`src/rtl/ldl_period_pkg.sv`:
```
// Shared types for the period / pulse-width meter.
package ldl_period_pkg;

  typedef enum logic [1:0] {IDLE, ARM, COUNT} state_t;

  localparam int MODE_PERIOD = 0;

endpackage

```
`src/rtl/ldl_edge_det.sv`:
```
// One-cycle delay of a clk-synchronous level plus rise/fall strobes.
module ldl_edge_det (
  input  logic clk,
  input  logic rst,
  input  logic din,
  output logic rise,
  output logic fall
);

  logic sig_dly_q;
  logic sig_dly_d;

  always_comb begin
    sig_dly_d = din;
  end

  always_ff @(posedge clk or negedge rst) begin
    if (!rst) sig_dly_q <= 1'b0;
    else      sig_dly_q <= sig_dly_d;
  end

  assign rise = din & ~sig_dly_q;
  assign fall = ~din & sig_dly_q;

endmodule

```
`src/rtl/ldl_period_meter.sv`:
```
// Period (MODE 0) or high-width meter with a one-entry valid/ready result buffer.
// Define LDL_PERIOD_MINMAX_EN to add the pmin/pmax result trackers.
module ldl_period_meter
  import ldl_period_pkg::*;
#(
  parameter int WIDTH = 16,
  parameter int MODE  = 0
) (
  input  logic             clk,
  input  logic             rst,
  input  logic             en,
  input  logic             clr,
  input  logic             sig,
  output logic [WIDTH-1:0] dout,
  output logic             dout_vld,
  input  logic             dout_rdy,
  output logic             ovf,
  output logic             drop
`ifdef LDL_PERIOD_MINMAX_EN
  ,
  output logic [WIDTH-1:0] pmin,
  output logic [WIDTH-1:0] pmax
`endif
);

  logic rise;
  logic fall;
  logic start;
  logic stop;
  logic capture;

  state_t           state_q, state_d;
  logic [WIDTH-1:0] cnt_q, cnt_d, cnt_inc;
  logic             ovf_q, ovf_d;
  logic [WIDTH-1:0] dout_q, dout_d;
  logic             dout_vld_q, dout_vld_d;
  logic             drop_q, drop_d;

  ldl_edge_det u_edge (
    .clk  (clk),
    .rst  (rst),
    .din  (sig),
    .rise (rise),
    .fall (fall)
  );

  assign start = rise;
  assign stop  = (MODE == MODE_PERIOD) ? rise : fall;

  // clr dominates en; both abandon the running count and suppress capture.
  always_comb begin
    state_d = state_q;
    cnt_d   = cnt_q;
    ovf_d   = ovf_q;
    capture = 1'b0;
    cnt_inc = cnt_q + WIDTH'(1);
    if (clr) begin
      ovf_d   = 1'b0;
      cnt_d   = '0;
      state_d = en ? ARM : IDLE;
    end else if (!en) begin
      cnt_d   = '0;
      state_d = IDLE;
    end else begin
      case (state_q)
        IDLE: state_d = ARM;
        ARM: begin
          if (start) begin
            cnt_d   = WIDTH'(1);
            state_d = COUNT;
          end
        end
        COUNT: begin
          if (stop) begin
            capture = 1'b1;
            if (MODE == MODE_PERIOD) begin
              cnt_d = WIDTH'(1);
            end else begin
              cnt_d   = '0;
              state_d = ARM;
            end
          end else if (cnt_q != '1) begin
            cnt_d = cnt_inc;
            if (cnt_inc == '1) ovf_d = 1'b1;
          end
        end
        default: state_d = IDLE;
      endcase
    end
  end

  // A full, unaccepted buffer keeps its old result and the new one is dropped.
  always_comb begin
    dout_d     = dout_q;
    dout_vld_d = dout_vld_q;
    drop_d     = 1'b0;
    if (capture) begin
      if (dout_vld_q && !dout_rdy) begin
        drop_d = 1'b1;
      end else begin
        dout_d     = cnt_q;
        dout_vld_d = 1'b1;
      end
    end else if (dout_vld_q && dout_rdy) begin
      dout_vld_d = 1'b0;
    end
  end

  always_ff @(posedge clk or negedge rst) begin
    if (!rst) begin
      state_q    <= IDLE;
      cnt_q      <= '0;
      ovf_q      <= 1'b0;
      dout_q     <= '0;
      dout_vld_q <= 1'b0;
      drop_q     <= 1'b0;
    end else begin
      state_q    <= state_d;
      cnt_q      <= cnt_d;
      ovf_q      <= ovf_d;
      dout_q     <= dout_d;
      dout_vld_q <= dout_vld_d;
      drop_q     <= drop_d;
    end
  end

  assign dout     = dout_q;
  assign dout_vld = dout_vld_q;
  assign ovf      = ovf_q;
  assign drop     = drop_q;

`ifdef LDL_PERIOD_MINMAX_EN
  logic [WIDTH-1:0] pmin_q, pmin_d;
  logic [WIDTH-1:0] pmax_q, pmax_d;

  // Dropped results still count towards the extremes.
  always_comb begin
    pmin_d = pmin_q;
    pmax_d = pmax_q;
    if (clr) begin
      pmin_d = '1;
      pmax_d = '0;
    end else if (capture) begin
      if (cnt_q < pmin_q) pmin_d = cnt_q;
      if (cnt_q > pmax_q) pmax_d = cnt_q;
    end
  end

  always_ff @(posedge clk or negedge rst) begin
    if (!rst) begin
      pmin_q <= '1;
      pmax_q <= '0;
    end else begin
      pmin_q <= pmin_d;
      pmax_q <= pmax_d;
    end
  end

  assign pmin = pmin_q;
  assign pmax = pmax_q;
`endif

endmodule
```
`config.mk`:
```
export PLATFORM = sky130hd
export DESIGN_NAME = ldl_period_meter
export DESIGN_NICKNAME = d
export VERILOG_FILES = /design/src/rtl/ldl_period_pkg.sv /design/src/rtl/ldl_edge_det.sv /design/src/rtl/ldl_period_meter.sv
export SDC_FILE = /design/constraint.sdc
export NUM_CORES = 1
export LEC_CHECK = 0
export CAP_MARGIN = 40
export CORE_MARGIN = 3
export CORE_UTILIZATION = 51
export DETAILED_ROUTE_END_ITERATION = 7
export GPL_TIMING_DRIVEN = 0
export PLACE_DENSITY = 0.8
export SYNTH_ARGS = -nofsm -noshare
export SYNTH_HDL_FRONTEND = slang
export SYNTH_HIERARCHICAL = 1
export SYNTH_SLANG_ARGS = --single-unit
```
`constraint.sdc`:
```
create_clock -name clk -period 2.5 [get_ports clk]
set_input_delay 0.75 -clock clk [delete_from_list [all_inputs] [get_ports clk]]
set_output_delay 0.75 -clock clk [all_outputs]
set_load 0.01 [all_outputs]
```
==> flow_summary.toml <==
[sta]
slew_viol_final = 0
tightestPinTransition_ps = 599
setup_viol = 0
hold_viol = 0
grt_setup_unrepaired = "false"
fin_crit_sh_pct = 93.0
worst_clock_skew_ps = 7.41
fmax_mhz = 430
slew-limit-headroom_pct = 59.7
worst_slack_ps = 176
min_period_ps = 2320

[drt]
ant_nets = 0
dr.pass1.iters = 4
drc_errors = 0
wl_per_cell_um = 14.5
viasPerCell = 5.56
drtIter0Drc = 96
via_count = 1550
finalWirelength_um = 4050

[logic_synthesis]
avgSynthCellArea_um2 = 10.4
synth_area_um2 = 2080
syn-num-nets = 211
synthCells = 199
yosysWarnings = 6

[final_layout]
diodes = 0
fin_area_um2 = 2500
final_cell_mix = "dfrtp_1 (38), clkdlybuf4s50_1 (23), nand2_1 (16), mux2_2 (16)"
syn_to_final_growth_pct = 20.0
fin_util_pct = 65.7
final_layout_size_suffix_gt1_share_pct = 19.9
nets = 242
finalNonFillerCells = 279
seq_area_um2 = 951
num-fill-cells = 315
final_common_cell = "dfrtp_1"
multi_input_area_um2 = 1020

[floorplanning]
die_w_um = 69.9
rows = 22
start_util_pct = 54.7
coreArea_um2 = 3800
dieHeight_um = 69.9
die_area_um2 = 4880
io_pins = 25

[clocking]
path_clk_slew_ps = 70
worstSkewPairLatency_ps = 290
htreeDepth = 2
cts_root_buf = "clkbuf_8"
clock-sinks = 38
cts_tree = "yes"
post_cts_resized = 0
cts_hold_buf = 0
post-cts-setup-buffer-count = 0
numCtsBuffers = 5
cts.path.max_buffers = 2

[critical_path]
reg2reg_depth = 8
crit_family = "buffers and inverters"
path_buf_inv = 2
end_kind = "flip-flop"
r2r_slack_ps = 320
path_class = "input port to flip-flop"
path_cells = "clkdlybuf4s50_1 -> and2b_1 -> nand3_1 -> nor2b_1 -> clkbuf_4 -> mux2_2"
cpPeakStageDelay_ps = 440
path_max_fanout = 16
r2r_start = "cnt_q[0]$_DFFE_PN0P_"
startpoint_type = "input port"
critical_path_required_ps = 2670
crit_slowest_cell = "clkdlybuf4s50_1"
worstPathArrival_ps = 2490
worstReg2RegEnd = "cnt_q[14]$_DFFE_PN0P_"

[placed_design]
gp_congestion = 0.880
placed_area_um2 = 2390
post-dp-hpwl_um = 2910
port_buffers = 24
post-place-ws_ps = -352
dp.cells = 272

[global_routing]
grt_max_degree = 38
grt_pass1_vias = 1480
busiest_layer = "met2"
antenna_found_initial = 0
use_met3_pct = 4.75
globalRouteMet1Util_pct = 25.9
grt_pass1_wl_um = 7040
use_met2_pct = 26.4
grtUsageTotal_pct = 18.0
overflow = 0

[worst_hold_path]
min_path_type = "input port to async pin"

[flow_run]
drv_cap = 0

[power]
powerDensity_nw_per_um2 = 453
p_leak_nw = 1.11
vdd_drop_max_v = 0.000368

[run_status]
outcome = "complete, no violations"
## routing by layer
| layer | part of all wire (%) | routed length (um) | up-vias |
|---|---|---|---|
| met5 | 0 | 0 | - |
| met1 | 49 | 1970 | 744 |
| met2 | 46 | 1870 | 32 |
| met3 | 4.1 | 165 | 4 |
| li1 | - | - | 770 |
| met4 | 1.1 | 46 | 0 |
## flip-flops by register name, summed over array words and instances, names as in the netlist
| register | count |
|---|---|
| cnt_q | 16 |
| dout | 16 |
| state_q | 2 |
| dout_vld | 1 |
| drop | 1 |
| ovf | 1 |
| u_edge/sig_dly_q | 1 |
## final cells by class
| class | count | area share [%] |
|---|---|---|
| plain buffers | 12 | 3.26 |
| clock buffers | 7 | 3.46 |
| clock inverters | 1 | 0.201 |
| inverters | 9 | 1.35 |
| multi-input cells | 139 | 41.0 |
| flip-flops and latches | 38 | 38.1 |
| well taps | 48 | 2.41 |
| repair buffers | 25 | 10.2 |
## per-stage QoR
step                total power, W  hold slack, ps  TNS [ps]
floorplan                 0.000678             454         0
global placement          0.000708             488    -13600
detailed placement        0.000714             494     -5600
CTS                        0.00114             239         0
global route               0.00118             234         0
finish                     0.00113             245         0
## worst max path at each step
stage / start / endpoint / slack [ps] / cells past startpoint
floorplan: clr / dout[10]$_DFFE_PN0P_ / 400 / 6
global placement: sig / dout[14]$_DFFE_PN0P_ / -260 / 7
detailed placement: sig / dout[9]$_DFFE_PN0P_ / -350 / 7
CTS: sig / dout[6]$_DFFE_PN0P_ / 70 / 6
global route: sig / cnt_q[13]$_DFFE_PN0P_ / 60 / 8
finish: clr / dout[6]$_DFFE_PN0P_ / 180 / 6
## where the power goes
group          internal, W  switching [W]  leakage, nW  total (W)
logic            0.0000334      0.0000450        0.531  0.0000784
registers         0.000619     0.00000467        0.526   0.000624
clock network     0.000222       0.000205       0.0482   0.000428
Note: power is estimated with default switching activity, not from simulation.
